### config.mk
export PLATFORM = sky130hd
export DESIGN_NAME = pa_dtu_cdc_hs_arb
export DESIGN_NICKNAME = d
export VERILOG_FILES = /design/src/rtl/pa_dtu_cdc_hs_arb.sv
export SDC_FILE = /design/constraint.sdc
export NUM_CORES = 1
export LEC_CHECK = 0
export CORE_MARGIN = 1.5
export CORE_UTILIZATION = 37
export CTS_BUF_LIST = sky130_fd_sc_hd__clkbuf_8
export CTS_CLUSTER_SIZE = 10
export DETAILED_ROUTE_END_ITERATION = 8
export GPL_ROUTABILITY_DRIVEN = 0
export PLACE_DENSITY = 0.84
export SYNTH_ARGS = -nofsm -noshare
export SYNTH_HDL_FRONTEND = slang
export SYNTH_SLANG_ARGS = --single-unit
### constraint.sdc
create_clock -name clk -period 2.1 [get_ports clk]
set_input_delay 0.42 -clock clk [delete_from_list [all_inputs] [get_ports clk]]
set_output_delay 0.42 -clock clk [all_outputs]
set_load 0.02 [all_outputs]
### src/rtl/pa_dtu_cdc_hs_arb.sv
// Round-robin arbiter plus four-phase request/ack controller sharing one level-based CDC channel.
// Optional ack-wait timeout is compiled in with PA_DTU_CDC_TIMEOUT_EN.
module pa_dtu_cdc_hs_arb #(
    parameter int NUM_REQ     = 4,
    parameter int DATA_W      = 32,
    parameter int TIMEOUT_CYC = 1023
) (
    input  logic                        clk,
    input  logic                        rst_b,
    input  logic [NUM_REQ-1:0]          req_vld,
    input  logic [NUM_REQ*DATA_W-1:0]   req_data,
    output logic [NUM_REQ-1:0]          req_gnt,
    output logic [NUM_REQ-1:0]          req_done,
    output logic [NUM_REQ-1:0]          req_err,
    output logic                        cdc_req,
    output logic [DATA_W-1:0]           cdc_data,
    input  logic                        cdc_ack,
    output logic                        busy
);

    localparam int PTR_W = (NUM_REQ > 1) ? $clog2(NUM_REQ) : 1;

    typedef enum logic [1:0] {
        ST_IDLE   = 2'd0,
        ST_REQ_HI = 2'd1,
        ST_REQ_LO = 2'd2
    } state_t;

    if (NUM_REQ < 2 || NUM_REQ > 8 || TIMEOUT_CYC < 1 || TIMEOUT_CYC > 65535) begin : g_param_chk
        $error("pa_dtu_cdc_hs_arb: illegal parameter value");
    end

    state_t               state_q, state_d;
    logic [2:0]           sync_q;
    logic                 ack_sync;
    logic                 cdc_req_q, cdc_req_d;
    logic [DATA_W-1:0]    cdc_data_q, cdc_data_d;
    logic [PTR_W-1:0]     ptr_q, ptr_d;
    logic [PTR_W-1:0]     owner_q, owner_d;
    logic                 win_vld;
    logic [PTR_W-1:0]     win_idx;
    logic [PTR_W:0]       cand;
    logic                 grant_en;
    logic                 done_en;
    logic [DATA_W-1:0]    req_data_arr [NUM_REQ];

`ifdef PA_DTU_CDC_TIMEOUT_EN
    localparam logic [15:0] TO_LAST = 16'(TIMEOUT_CYC - 1);
    logic [15:0]          to_cnt_q, to_cnt_d;
    logic                 to_flag_q, to_flag_d;
    logic                 err_en;
`endif

    // Only the third synchronizer stage is ever observed by the FSM.
    assign ack_sync = sync_q[2];

    genvar gi;
    for (gi = 0; gi < NUM_REQ; gi++) begin : g_req
        assign req_data_arr[gi] = req_data[gi*DATA_W +: DATA_W];
        assign req_gnt[gi]      = grant_en && (win_idx == PTR_W'(gi));
        assign req_done[gi]     = done_en && (owner_q == PTR_W'(gi));
`ifdef PA_DTU_CDC_TIMEOUT_EN
        assign req_err[gi]      = err_en && (owner_q == PTR_W'(gi));
`else
        assign req_err[gi]      = 1'b0;
`endif
    end

    // Scan from the far end toward ptr so the last hit is the highest-priority requester.
    always_comb begin
        win_vld = 1'b0;
        win_idx = '0;
        cand    = '0;
        for (int k = NUM_REQ - 1; k >= 0; k--) begin
            cand = {1'b0, ptr_q} + (PTR_W+1)'(k);
            if (cand >= (PTR_W+1)'(NUM_REQ)) begin
                cand = cand - (PTR_W+1)'(NUM_REQ);
            end
            if (req_vld[cand[PTR_W-1:0]]) begin
                win_vld = 1'b1;
                win_idx = cand[PTR_W-1:0];
            end
        end
    end

    always_comb begin
        state_d    = state_q;
        cdc_req_d  = cdc_req_q;
        cdc_data_d = cdc_data_q;
        ptr_d      = ptr_q;
        owner_d    = owner_q;
        grant_en   = 1'b0;
        done_en    = 1'b0;
`ifdef PA_DTU_CDC_TIMEOUT_EN
        to_cnt_d   = to_cnt_q;
        to_flag_d  = to_flag_q;
        err_en     = 1'b0;
`endif
        case (state_q)
            ST_IDLE: begin
                if (win_vld && !ack_sync) begin
                    grant_en   = 1'b1;
                    cdc_data_d = req_data_arr[win_idx];
                    cdc_req_d  = 1'b1;
                    owner_d    = win_idx;
                    ptr_d      = (win_idx == PTR_W'(NUM_REQ - 1)) ? '0 : win_idx + PTR_W'(1);
                    state_d    = ST_REQ_HI;
`ifdef PA_DTU_CDC_TIMEOUT_EN
                    to_cnt_d   = '0;
                    to_flag_d  = 1'b0;
`endif
                end
            end
            ST_REQ_HI: begin
                if (ack_sync) begin
                    cdc_req_d = 1'b0;
                    state_d   = ST_REQ_LO;
                end
`ifdef PA_DTU_CDC_TIMEOUT_EN
                else if (to_cnt_q == TO_LAST) begin
                    // Abandon the wait; REQ_LO still waits for a clean low ack before reuse.
                    err_en    = 1'b1;
                    cdc_req_d = 1'b0;
                    to_flag_d = 1'b1;
                    state_d   = ST_REQ_LO;
                end
                else begin
                    to_cnt_d  = to_cnt_q + 16'd1;
                end
`endif
            end
            ST_REQ_LO: begin
                if (!ack_sync) begin
`ifdef PA_DTU_CDC_TIMEOUT_EN
                    done_en = !to_flag_q;
`else
                    done_en = 1'b1;
`endif
                    state_d = ST_IDLE;
                end
            end
            default: state_d = ST_IDLE;
        endcase
    end

    always_ff @(posedge clk or negedge rst_b) begin
        if (!rst_b) begin
            state_q    <= ST_IDLE;
            sync_q     <= '0;
            cdc_req_q  <= 1'b0;
            cdc_data_q <= '0;
            ptr_q      <= '0;
            owner_q    <= '0;
`ifdef PA_DTU_CDC_TIMEOUT_EN
            to_cnt_q   <= '0;
            to_flag_q  <= 1'b0;
`endif
        end else begin
            state_q    <= state_d;
            sync_q     <= {sync_q[1:0], cdc_ack};
            cdc_req_q  <= cdc_req_d;
            cdc_data_q <= cdc_data_d;
            ptr_q      <= ptr_d;
            owner_q    <= owner_d;
`ifdef PA_DTU_CDC_TIMEOUT_EN
            to_cnt_q   <= to_cnt_d;
            to_flag_q  <= to_flag_d;
`endif
        end
    end

    assign cdc_req  = cdc_req_q;
    assign cdc_data = cdc_data_q;
    assign busy     = (state_q != ST_IDLE);

endmodule

==> parameters.txt <==
Parameter                              Value

Outcome
  Result of the run ... complete, but fails checks
  Failing checks ... setup timing

Clocking
  Maximum number of buffers from clock root to sink ... 2
  Source-to-sink clock delay at the later pin of the worst-skew pair ... approximately 290 ps
  Clock transition at the register clock pins on the worst setup and hold paths after CTS ... approximately 90 ps
  CTS Sinks ... between 40 and 50
  Root buffer selected by CTS ... sky130_fd_sc_hd__clkbuf_8
  Number of H-tree levels ... 2
  Number of buffers added by the clock tree synthesis step ... 5
  Clock tree from TritonCTS ... done

Pwr
  Leakage power ... about 2.2 nW
  Power per standard cell area ... ~1000 nW/um^2
  Final Power ... 5.09 mW
  Maximum VDD drop ... 0.502 mV

STA
  Fin. max-slew vios ... 0
  Sum of negative setup slack ... -566 ps
  Final Hold Violating Endpoints ... 0
  Worst Tran Pin Value ... roughly 560 ps
  Crit share post-route ... 1.08
  Worst Skew ... 8.87 ps
  Clock period minus final worst setup slack ... approximately 2300 ps
  Relative max-transition margin ... 0.624
  Final setup violation count ... 4
  Tightest hold margin ... about 120 ps
  Setup slack after layout ... -164 ps
  Unrepaired setup endpoints after global routing ... yes
  Highest clock rate ... 0.442 GHz

Routing
  DRC Markers ... 0
  WL per Instance ... 16.6 microns
  Overall via count from detail_route ... ~2800
  Antenna-violating nets left ... 0
  Ratio of routed vias to standard cells ... 5.05
  Iteration-0 DRC Markers ... between 90 and 100
  First-pass DRT Iterations ... 4
  WL final ... around 9100 microns

Floorplan
  Core area ... a little under 7000 sq um
  I/O pin total ... roughly 180
  Vert. Die Dim ... ~88 microns
  Full die area ... between 7000 and 8000 sq um
  Die Width ... between 80 and 90 microns
  Initial core utilization ... 0.389
  Number of cell rows ... 30

Logic synthesis
  Most common flop cell mapped by yosys ... sky130_fd_sc_hd__dfrtp_1
  Gate count after technology mapping ... 250
  Cell type contributing the most total cell area after synthesis ... sky130_fd_sc_hd__dfrtp_1
  Fraction of registers with async set/reset ... 1.00
  Number of flip-flops and latches in the synthesized netlist ... 42
  Avg Cell Area, Syn ... ~11 sq um
  Total of warnings raised by yosys ... 0
  Cell types occupying the most area after synthesis ... sky130_fd_sc_hd__dfrtp_1 39%, sky130_fd_sc_hd__mux2i_1 23%, sky130_fd_sc_hd__o221ai_1 10%
  Distinct cells, synth ... 42
  Sequential fraction of the synthesis area ... 0.393
  Syn Std Cell Area ... 2670 sq um
  Count of flip-flops with a built-in enable after synthesis ... 0
  Share of the synthesized area in the top cell type ... 0.393

Run
  Reported max-cap violation count ... 0

Worst setup path
  Type of destination of the critical path ... output pin
  Setup CP Type ... flop to output pin
  Max Fanout on Critical Path ... 5
  CP cell instances ... nor2b_4, buf_4, o21ba_4, nor2_4, buf_4, ha_4, and2_4, buf_6
  Biggest cell delay along the critical path ... between 400 and 500 ps
  Crit path required time ... between 1500 and 2000 ps
  Critical path startpoint category ... flop
  Most prevalent standard cell on the critical path ... sky130_fd_sc_hd__buf_4
  Flop2flop setup slack ... around 50 ps
  Slowest-stage cell, CP ... sky130_fd_sc_hd__dfrtp_2
  Number of buffer and inverter stages on the critical path ... 3
  Crit-path leading delay family ... flip-flops
  Arr. time, crit path ... about 1800 ps

Final layout
  Post-layout nets ... 592
  Antenna Cells ... 0
  Final design instance area without fill ... around 5000 sq um
  Leading cell type in the layout, fill and taps excluded ... sky130_fd_sc_hd__clkdlybuf4s50_1
  Final Instance Count excl. Fillers ... 550
  Share of the core filled with cells in the final layout ... 0.719
  Fraction of layout cells with a size suffix above 1 ... 0.185
  Area delta synth->final ... 84.9%
  Top library cells by usage in the layout, fill and taps aside ... 162 x sky130_fd_sc_hd__clkdlybuf4s50_1, 62 x sky130_fd_sc_hd__mux2i_1, 42 x sky130_fd_sc_hd__nand2_1

Placed design
  Cell area after placement ... between 4000 and 5000 sq um
  Number of cells after detailed placement ... between 500 and 600
  Count of input and output buffers ... 176
  Dpl hpwl ... approximately 6600 microns
  Setup Slack @ Placement ... -789 ps

Global routing
  Pin count of the biggest net entering global routing ... 38
  Global-route wire length before repair ... between 10000 and 15000 microns
  Initial antenna violation count ... 0
  Grt ovf ... 0
  Via count of the first global-routing pass ... ~2800
  GRT Util Overall ... 0.221

Min path
  Worst hold path class ... input pin to async pin
[metal layers]
layer,up-vias,global-route usage,routed length (microns)
met5,-,0,0
met4,0,0.0750,163
met3,15,0.0500,600
met2,103,0.419,4970
met1,1334,0.239,3390
li1,1326,-,-
[kinds of logic after synthesis]
family,after synthesis,synth area share
buffers and inverters,26,0.0735
other,1,0.00140
AOI/OAI and AO/OA,45,0.141
muxes,62,0.232
DFF,42,0.393
adders and majority gates,4,0.0187
and+or+nand+nor,70,0.140
[layout make-up]
| cell class | instances | area (sq um) |
|---|---|---|
| sequential | 42 | 1050 |
| multi-input combinational | 185 | 1530 |
| fill | 532 | 1930 |
| clock inverter | 3 | 40.0 |
| inverter | 4 | 20.0 |
| clock buffer | 5 | 68.8 |
| timing repair buffer | 215 | 2110 |
| tap | 96 | 120 |
[final timing paths]
kind,startpoint,end,cells past startpoint
max,ptr_q[0],req_gnt[2],8
min,rst_b,sync_q[2],1
max reg2reg,ptr_q[0],cdc_data[20],7
min reg2reg,sync_q[1],sync_q[2],0
max in group asynchronous,rst_b,cdc_data[26],2
min in group clk,sync_q[1],sync_q[2],0
[power breakdown]
part / internal, mW / switching [mW]
logic: 1.61 / 1.44
clock network: 0.350 / 0.287
registers: 1.17 / 0.237
total: 3.13 / 1.96
[timing repair]
item | 4_1_cts | 5_1_grt
hold buffers | 0 | 0
buffers inserted | 8 | 6
pin swaps | 6 | 7
resized for setup | 58 | 19
setup endpoints to repair | 35 | 20
[worst reg2reg max path, cell delays in order, from the launching register on]
cell	delay, ps
sky130_fd_sc_hd__dfrtp_2	430
sky130_fd_sc_hd__nor2b_4	60
sky130_fd_sc_hd__buf_4	140
sky130_fd_sc_hd__o21ba_4	200
sky130_fd_sc_hd__nor2_4	190
sky130_fd_sc_hd__buf_4	410
sky130_fd_sc_hd__mux2i_1	350
sky130_fd_sc_hd__o221ai_1	140
[Yosys cell counts (all sizes together) (2+ instances only)]
| library cell | instances |
|---|---|
| ha | 4 |
| a211oi | 2 |
| nor2b | 4 |
| a211o | 2 |
| buf | 21 |
| o221ai | 31 |
| mux2i | 62 |
| dfrtp | 42 |
| nand2 | 45 |
| o21ai | 4 |
| nor2 | 4 |
| or2 | 2 |
| inv | 4 |
| and2 | 4 |
| nor4b | 2 |
| nor4 | 4 |
| o2111ai | 2 |
[sequential cells by signal (all words and copies together) (netlist names)]
name and count:
cdc_req 1, sync_q 3, owner_q 2, ptr_q 2, state_q 2, cdc_data 32
Power figures use the tool's default switching activity.
